--- src/rtl/err_pkg.sv ---
// err_pkg: shared FSM state type and saturation helper for the IR error sequencer
package err_pkg;
  typedef enum logic [1:0] {IDLE, ACCUM, DONE} err_state_t;
  localparam int SAT_W = 64;
  function automatic logic signed [SAT_W-1:0] sat(input logic signed [SAT_W-1:0] v, input int err_w);
    logic signed [SAT_W-1:0] hi, lo;
    hi = (64'sd1 <<< (err_w - 1)) - 64'sd1;
    lo = -hi - 64'sd1;
    return (v > hi) ? hi : (v < lo) ? lo : v;
  endfunction
endpackage

--- src/rtl/err_compute_seq_if.sv ---
// err_compute_seq_if: sensor-frame handshake, channel select and error result bundle
interface err_compute_seq_if #(
  parameter int NUM_PAIRS = 4,
  parameter int DW        = 12,
  parameter int ERR_W     = 16
);
  localparam int SEL_W = ($clog2(2 * NUM_PAIRS) < 1) ? 1 : $clog2(2 * NUM_PAIRS);
  logic                    IR_vld;
  logic [DW-1:0]           ir_data;
  logic [SEL_W-1:0]        sel;
  logic signed [ERR_W-1:0] error;
  logic                    err_vld;
  logic                    busy;
  modport master (output IR_vld, ir_data, input sel, error, err_vld, busy);
  modport slave  (input IR_vld, ir_data, output sel, error, err_vld, busy);
endinterface

--- src/rtl/err_accum.sv ---
// err_accum: signed shift-add accumulator for weighted right/left sensor differences
module err_accum #(
  parameter int DW    = 12,
  parameter int ACC_W = 17,
  parameter int SH_W  = 3
) (
  input  logic                    clk,
  input  logic                    rst_n,
  input  logic                    clr,
  input  logic                    en,
  input  logic                    sub,
  input  logic [SH_W-1:0]         shamt,
  input  logic [DW-1:0]           data,
  output logic signed [ACC_W-1:0] acc
);
  logic [ACC_W-1:0]        term;
  logic signed [ACC_W-1:0] acc_d, acc_q;
  assign term  = ACC_W'(data) << shamt;
  assign acc_d = clr ? '0 : !en ? acc_q : sub ? acc_q - $signed(term) : acc_q + $signed(term);
  // accumulator register; clear wins over accumulate so a restart always begins from zero
  always_ff @(posedge clk or negedge rst_n) begin
    if (!rst_n) acc_q <= '0;
    else        acc_q <= acc_d;
  end
  assign acc = acc_q;
endmodule

--- src/rtl/err_compute_seq.sv ---
// err_compute_seq: steps the IR channel select, accumulates weighted differences, emits saturated error
module err_compute_seq
  import err_pkg::*;
#(
  parameter int NUM_PAIRS = 4,
  parameter int DW        = 12,
  parameter int ERR_W     = 16
) (
  input logic               clk,
  input logic               rst_n,
  err_compute_seq_if.slave  bus
);
  localparam int ACC_W = DW + NUM_PAIRS + 1;
  localparam int SEL_W = ($clog2(2 * NUM_PAIRS) < 1) ? 1 : $clog2(2 * NUM_PAIRS);
  localparam int LAST  = 2 * NUM_PAIRS - 1;
  err_state_t              state_q;
  logic [SEL_W-1:0]        cnt_q;
  logic signed [ERR_W-1:0] error_q;
  logic                    err_vld_q;
  logic signed [ACC_W-1:0] acc;
  logic                    acc_en;
  logic [SEL_W-1:0]        shamt;
  assign acc_en = state_q == ACCUM;
  assign shamt  = cnt_q >> 1;
  err_accum #(.DW(DW), .ACC_W(ACC_W), .SH_W(SEL_W)) u_accum (
    .clk   (clk),
    .rst_n (rst_n),
    .clr   (bus.IR_vld),
    .en    (acc_en),
    .sub   (cnt_q[0]),
    .shamt (shamt),
    .data  (bus.ir_data),
    .acc   (acc)
  );
  // sequencer: a new frame restarts the sweep from any state; DONE publishes the saturated result
  always_ff @(posedge clk or negedge rst_n) begin
    if (!rst_n) begin
      state_q   <= IDLE;
      cnt_q     <= '0;
      error_q   <= '0;
      err_vld_q <= 1'b0;
    end else if (bus.IR_vld) begin
      state_q   <= ACCUM;
      cnt_q     <= '0;
      err_vld_q <= 1'b0;
    end else begin
      err_vld_q <= 1'b0;
      case (state_q)
        ACCUM: begin
          cnt_q   <= cnt_q + 1'b1;
          state_q <= (cnt_q == SEL_W'(LAST)) ? DONE : ACCUM;
        end
        DONE: begin
          error_q   <= ERR_W'(sat(SAT_W'(acc), ERR_W));
          err_vld_q <= 1'b1;
          state_q   <= IDLE;
        end
        default: state_q <= IDLE;
      endcase
    end
  end
  assign bus.sel     = (state_q == ACCUM) ? cnt_q : '0;
  assign bus.busy    = state_q != IDLE;
  assign bus.error   = error_q;
  assign bus.err_vld = err_vld_q;
endmodule
--- src/flat_wrapper.sv ---
// flat-port wrapper written by rule: the top's interface ports become plain ports
module err_compute_seq_flat import err_pkg::*;
#(
  parameter int NUM_PAIRS = 4,
  parameter int DW        = 12,
  parameter int ERR_W     = 16
)
  (clk, rst_n, bus_IR_vld, bus_ir_data, bus_sel, bus_error, bus_err_vld, bus_busy);
  err_compute_seq_if #(.NUM_PAIRS(NUM_PAIRS), .DW(DW), .ERR_W(ERR_W)) bus_i ();
  input logic clk;
  input logic rst_n;
  input wire logic [$bits(bus_i.IR_vld)-1:0] bus_IR_vld;
  input wire logic [$bits(bus_i.ir_data)-1:0] bus_ir_data;
  output wire logic [$bits(bus_i.sel)-1:0] bus_sel;
  output wire logic [$bits(bus_i.error)-1:0] bus_error;
  output wire logic [$bits(bus_i.err_vld)-1:0] bus_err_vld;
  output wire logic [$bits(bus_i.busy)-1:0] bus_busy;
  assign bus_i.IR_vld = bus_IR_vld;
  assign bus_i.ir_data = bus_ir_data;
  assign bus_sel = bus_i.sel;
  assign bus_error = bus_i.error;
  assign bus_err_vld = bus_i.err_vld;
  assign bus_busy = bus_i.busy;
  err_compute_seq #(.NUM_PAIRS(NUM_PAIRS), .DW(DW), .ERR_W(ERR_W)) u_core (.clk(clk), .rst_n(rst_n), .bus(bus_i));
endmodule
--- config.mk ---
export PLATFORM = sky130hd
export DESIGN_NAME = err_compute_seq_flat
export DESIGN_NICKNAME = d
export VERILOG_FILES = /design/src/rtl/err_pkg.sv /design/src/rtl/err_compute_seq_if.sv /design/src/rtl/err_accum.sv /design/src/rtl/err_compute_seq.sv /design/src/flat_wrapper.sv
export SDC_FILE = /design/constraint.sdc
export NUM_CORES = 1
export LEC_CHECK = 0
export CAP_MARGIN = 20
export CORE_MARGIN = 8
export CORE_UTILIZATION = 57
export DETAILED_ROUTE_END_ITERATION = 10
export GPL_ROUTABILITY_DRIVEN = 0
export HOLD_SLACK_MARGIN = 0.06
export PLACE_DENSITY = 0.8
export SETUP_SLACK_MARGIN = 0.3
export SLEW_MARGIN = 15
export SYNTH_ARGS = -nofsm -noshare
export SYNTH_HDL_FRONTEND = slang
export SYNTH_SLANG_ARGS = --single-unit
--- constraint.sdc ---
create_clock -name clk -period 4.5 [get_ports clk]
set_input_delay 1.125 -clock clk [delete_from_list [all_inputs] [get_ports clk]]
set_output_delay 1.125 -clock clk [all_outputs]
set_load 0.02 [all_outputs]
Yosys cells after proc, flatten, opt, wreduce, memory -nomap -nowiden
Cells that the tools add are included.
- logic and storage cells: 31
- input port bits: 15
- output and inout bits: 21
- bits in registers: 39
- reductions and logical operators: 3
- bitwise logic cells: 1
- equality and inequality tests: 3
- mux-type cells: 13
- add/sub/neg operators: 3
- shifts and indexed selects: 1
- magnitude comparators: 2
- operators with widths (cell ; number):
    17-bit 2-to-1 mux ; 3
    16-bit 2-to-1 mux ; 2
    17-bit adder ; 1
    17-bit by 16-bit > comparator with 1-bit output (second input constant) ; 1
    17-bit by 16-bit less-than comparator with 1-bit output (second input constant) ; 1
    12-bit by 2-bit << shifter with 17-bit output ; 1
    17-bit subtractor ; 1
    3-bit 2-to-1 mux ; 3
    2-bit 2-to-1 mux ; 3
    2-bit nonzero test ; 2
    3-bit by 1-bit adder with 3-bit output (second input constant) ; 1
    3-bit == test (second input constant) ; 1
    2-bit by 1-bit == test with 1-bit output (second input constant) ; 1
    2-bit == test (second input constant) ; 1
    1-bit 2-to-1 mux ; 2
    2-bit AND reduction ; 1
    1-bit NOT ; 1

Longest topological paths before layout
Gate-level depths: netlist (run 1).
- word-level depth: 5
- mapped depth: 19
- depth with buffers taken out: 17

By module
Synthesis (run 1) repeated with hierarchy kept, for this count alone.
- cells, all modules: 405
- area, all modules: 3540.9 um^2
- by module, submodules not included (module ; area an instance (um^2) ; cells an instance ; instances ; sequential area each (um^2)):
    err_accum ; 2388.5 ; 292 ; 1 ; 425.4
    err_compute_seq ; 1152.4 ; 113 ; 1 ; 550.5

Least setup slack after synthesis (run 1)
No wires, ideal clock.
- path kind: input-to-reg
- start: input port bus_ir_data[0]
- end: register u_core.u_accum.acc_q[16] (netlist: u_core.u_accum.acc[16])
- path slack: 0.182 ns
- cell stages on the path: 12
- data required time: 4.426 ns
- data arrival time: 4.244 ns
- path buffers: 0
- setup time: 0.074 ns
- path through: mux4_2 -> a211o_1 -> nor4b_4 -> a31oi_1 -> xnor2_1 -> ha_1 -> and3_1 -> a221o_1 -> a221oi_1 -> xnor2_1 -> or3_1 -> a21oi_2
- word-level cells in the longest chain between the ends: 5
- elaborated cells between the ends (all ways): 6
- those cells by class: 2 x add/sub; 1 x shift; 3 x mux
- ends and longest elaborated chain (item ; line ; source):
    start: declaration ; flat_wrapper.sv:13 ; input wire logic [$bits(bus_i.ir_data)-1:0] bus_ir_data;
    12-bit by 2-bit << shifter with 17-bit output * ; err_accum.sv:18 ; assign term = ACC_W'(data) << shamt;
    17-bit adder / 17-bit subtractor (equally long branches) ; err_accum.sv:19 ; assign acc_d = clr ? '0 : !en ? acc_q : sub ? acc_q - $signed(term) : acc_q + $signed(term);
    17-bit 2-to-1 mux * (3 in a row) ; err_accum.sv:19 ;
    end signal: assignment ; err_accum.sv:22 ; if (!rst_n) acc_q <= '0;
    end signal: assignment ; err_accum.sv:23 ; else acc_q <= acc_d;
    end: declaration ; err_accum.sv:17 ; logic signed [ACC_W-1:0] acc_d, acc_q;
Every way passes the cells marked *; elsewhere a longest branch is shown, timed or not. The select of a mux whose other input is x is not followed.
A chain may end at the register's enable or synchronous reset.

Worst setup path after layout (run 1)
Ends and elaborated chain as after synthesis.

==> results.md, run 1 <==
- Status: finished, final reports clean
- Final count of hold timing violations: 0
- Crit. End Element: flop
- Post-synth top area share: 30.6%
- Clk_lat worst skew: 290 ps
- Post-Route WL: 8.73 mm
- Crit Path Category: input pin to flop
- Leading area contributor after synthesis: dfrtp_1
- Cell depth of the worst flop-to-flop path: 15
- Worst hold slack: 481 ps
- Leak Pwr: 1.96 nW
- Post-Syn Area per Cell: 8.13 um^2
- Relative slew slack: between 40% and 50%
- Yosys Warn Count: 0
- Root Buffer: clkbuf_8
- Core footprint: ~5400 um^2
- CTS clock-pin slew for the worst setup and hold paths: approximately 80 ps
- Crit path DAT: 4510 ps
- Crit path buffers/inverters: 1
- First-pass GRT wire length: 14.2 mm
- Final setup fails: 0
- Req. time, crit path: 4720 ps
- Starting density of the core: 58.6%
- Die area: approximately 8000 um^2
- Sequential area share after synthesis: 30.6%
- Area contributors post-synth: dfrtp_1 (31%), nand2_1 (8.0%), ha_1 (7.5%)
- Syn_nets: 427
- Antenna diodes: 0
- Synth cell types: 60
- CTS Buf Count: 5
- Drt drc: 0
- # clock sinks: 39
- PwrDens: 462 nW/um^2
- Slowest cell on the critical path: mux4_2
- Largest net degree at the start of global routing: 40
- Nets: 508
- Vias per cell: approximately 5.8
- Number of flops mapped to enable cells by yosys: 0
- Layout cells sized above 1: 20.7%
- CP Launch Type: input pin
- Max Cap Violations: 0
- DP Wirelength: 6.23 mm
- Clk buf depth: 2
- Peak supply drop: 385 uV
- Initial antenna violation count: 0
- Worst R2R End: u_core.u_accum.acc[16]
- Routed via count: 3,140
- Pre-antenna DRT Iters: 4
- Die height: ~90 um
- Post-Syn Area: about 3200 um^2
- R2R Setup Slk: around 470 ps
- Power Total: ~1.9 mW
- Worst-Margin Slew: 880 ps
- CP max FO: 3
- Period utilization: a little over nine tenths
- Crit path max-delay family: compound AO/OA/AOI/OAI gates
- Syn-to-layout area delta: 30.8%
- Most common cell in the synthesized netlist: nand2_1
- Unrepaired setup endpoints after global routing: yes
- Tot GR Track Use: 20.2%
- Port-buffer cells: 35
- Fmax: 0.234 GHz
- Global route overflow: 0
- Worst path max stage delay: 490 ps
- Hold endpoint: u_core.bus.error[7]
- Post-synthesis instance total: 392
- Hold Crit Start: u_core.bus.error[7]
- Reg2reg start: u_core.cnt_q[2]
- Final-report max-slew violation count: 0
- Worst hold stages: 2
- Ys flop type: dfrtp_1
- FF+latch count, synth: 39
- Chip Width: 90.8 um
- Layout Cells excl Fill: 546
- # rows: 27
- Commonest cells in the netlist: nand2_1 (68), dfrtp_1 (39), o21ai_0 (39)
- H-tree depth: 2
- Initial DRC count: 148
- CTS tree: built
- Inst Count DP: 532
- CP cell instances: buf_6 > mux4_2 > a21oi_2 > nor2b_2 > o21ai_1 > nor2_1 > o21ai_1 > xor2_1 > ha_1 > a21oi_1 > o21ai_1 > a221o_1 > a221oi_2 > xnor2_1 > or3_1 > a21oi_2
- Post-DRT Antenna Nets: 0
- Wire per inst: 16.0 um
- Async S/R FF share, synth: 100%
- Tmin final: 4280 ps
- Worst clock skew: 1.67 ps
- Most used cell along the critical path: o21ai_1
- I/O pin count: 36
- Hold Crit Class: flop to flop
- Hold_buf cts: 0
- Vias in the first global route: 3,020
-- power breakdown --
group | internal [mW] | total (mW) | switching (mW) | leakage [nW]
combinational | 0.568 | 1.13 | 0.566 | 1.38
sequential | 0.411 | 0.489 | 0.0773 | 0.519
clock | 0.180 | 0.306 | 0.127 | 0.0612
total | 1.16 | 1.93 | 0.770 | 1.96
-- layout make-up --
class	instances	area (um^2)
Fill cell	378	1270
Inverter	17	63.8
Timing Repair Buffer	95	802
Sequential cell	39	977
Clock buffer	6	82.6
Multi-Input combinational cell	315	2120
Clock inverter	2	35.0
Tap cell	72	90.1
-- layout by cell type (no fill, tap or decap), types with 3 or more instances in the layout --
cell	count
or3_1	3
nand3b_1	3
xnor2_1	11
maj3_1	4
o21ai_0	37
a211oi_1	3
mux2i_1	5
buf_6	5
nand3_1	3
and3_1	5
buf_4	59
ha_1	19
nor3_1	6
a21o_1	11
nand2_1	68
buf_2	3
nand2b_1	3
clkbuf_8	6
dfrtp_1	38
a211o_1	3
nor2b_1	7
xor2_1	12
inv_1	17
clkdlybuf4s50_1	26
mux2_2	3
o21ai_1	9
a21oi_1	26
and2_1	3
nor2_1	22
a31oi_1	6
-- cell families (layout without fill, tap and decap cells) --
| logic type | Yosys count | after routing | synth area share, % |
|---|---|---|---|
| AOI/OAI and AO/OA | 122 | 122 | 24.1 |
| xor gates and xnor gates | 23 | 23 | 6.32 |
| adders and majority gates | 24 | 24 | 9.34 |
| buffers and inverters | 38 | 120 | 4.95 |
| DFF | 39 | 39 | 30.6 |
| muxes | 14 | 14 | 5.42 |
| and+or+nand+nor | 132 | 132 | 19.3 |
-- state kept, by name, indices dropped and copies added (netlist names) --
name	flops
u_core.cnt_q	3
u_core.u_accum.acc	17
u_core.state_q	2
u_core.bus.err_vld	1
u_core.bus.error	16
-- worst max path at each step --
| stage | from | endpoint | slack, ps | depth (start not counted) |
|---|---|---|---|---|
| 4_1_cts | bus_ir_data[3] | u_core.u_accum.acc[16] | 220 | 14 |
| 5_1_grt | bus_ir_data[0] | u_core.u_accum.acc[16] | 40 | 16 |
| 6_report | bus_ir_data[0] | u_core.u_accum.acc[16] | 220 | 16 |
| 2_1_floorplan | bus_ir_data[0] | u_core.u_accum.acc[16] | 280 | 12 |
| 3_5_place_dp | bus_ir_data[3] | u_core.u_accum.acc[15] | -400 | 15 |
| 3_3_place_gp | bus_ir_data[3] | u_core.u_accum.acc[16] | -230 | 13 |
-- metal layers --
metal / GRT usage [%] / part of all wire [%] / routed length, um / vias to the layer above
li1: - / - / - / 1541
met1: 24.6 / 41 / 3620 / 1493
met2: 36.0 / 52 / 4560 / 90
met3: 3.57 / 4.5 / 396 / 16
met4: 4.77 / 1.7 / 148 / 0
met5: 0 / 0 / 0 / -
-- worst reg2reg max path: stages (launching register included) --
cell and delay [ps]:
dfrtp_2 580, mux4_2 590, a21oi_2 170, nor2b_2 190
o21ai_1 100, nor2_1 220, o21ai_1 120, xor2_1 180
ha_1 330, a21oi_1 140, o21ai_1 100, a221o_1 330
a221oi_2 320, xnor2_1 120, or3_1 340, a21oi_2 140
-- timing repair --
action,CTS,global route
setup buffers,4,2
resized for setup,40,15
endpoints found under the setup margin,7,2
pin swaps,13,16
-- stage by stage --
stage / cell area [um^2] / worst slack [ps] / utilization, % / setup TNS, ps
floorplan: 3190 / 282 / - / 0
global placement: 3940 / -232 / 72.5 / -595
detailed placement: 3940 / -403 / 72.5 / -1540
CTS: 4100 / 222 / 75.4 / 0
global route: 4170 / 39.6 / 76.7 / 0
finish: 4170 / 218 / 76.7 / 0
No activity file was read; power rests on OpenSTA's default activity.
==> run 2, diff against run 1 <==
SLEW_MARGIN = 10   (was 15)
==> results of run 2 <==
Final layout, timing and power as in run 1 (identical DEF).
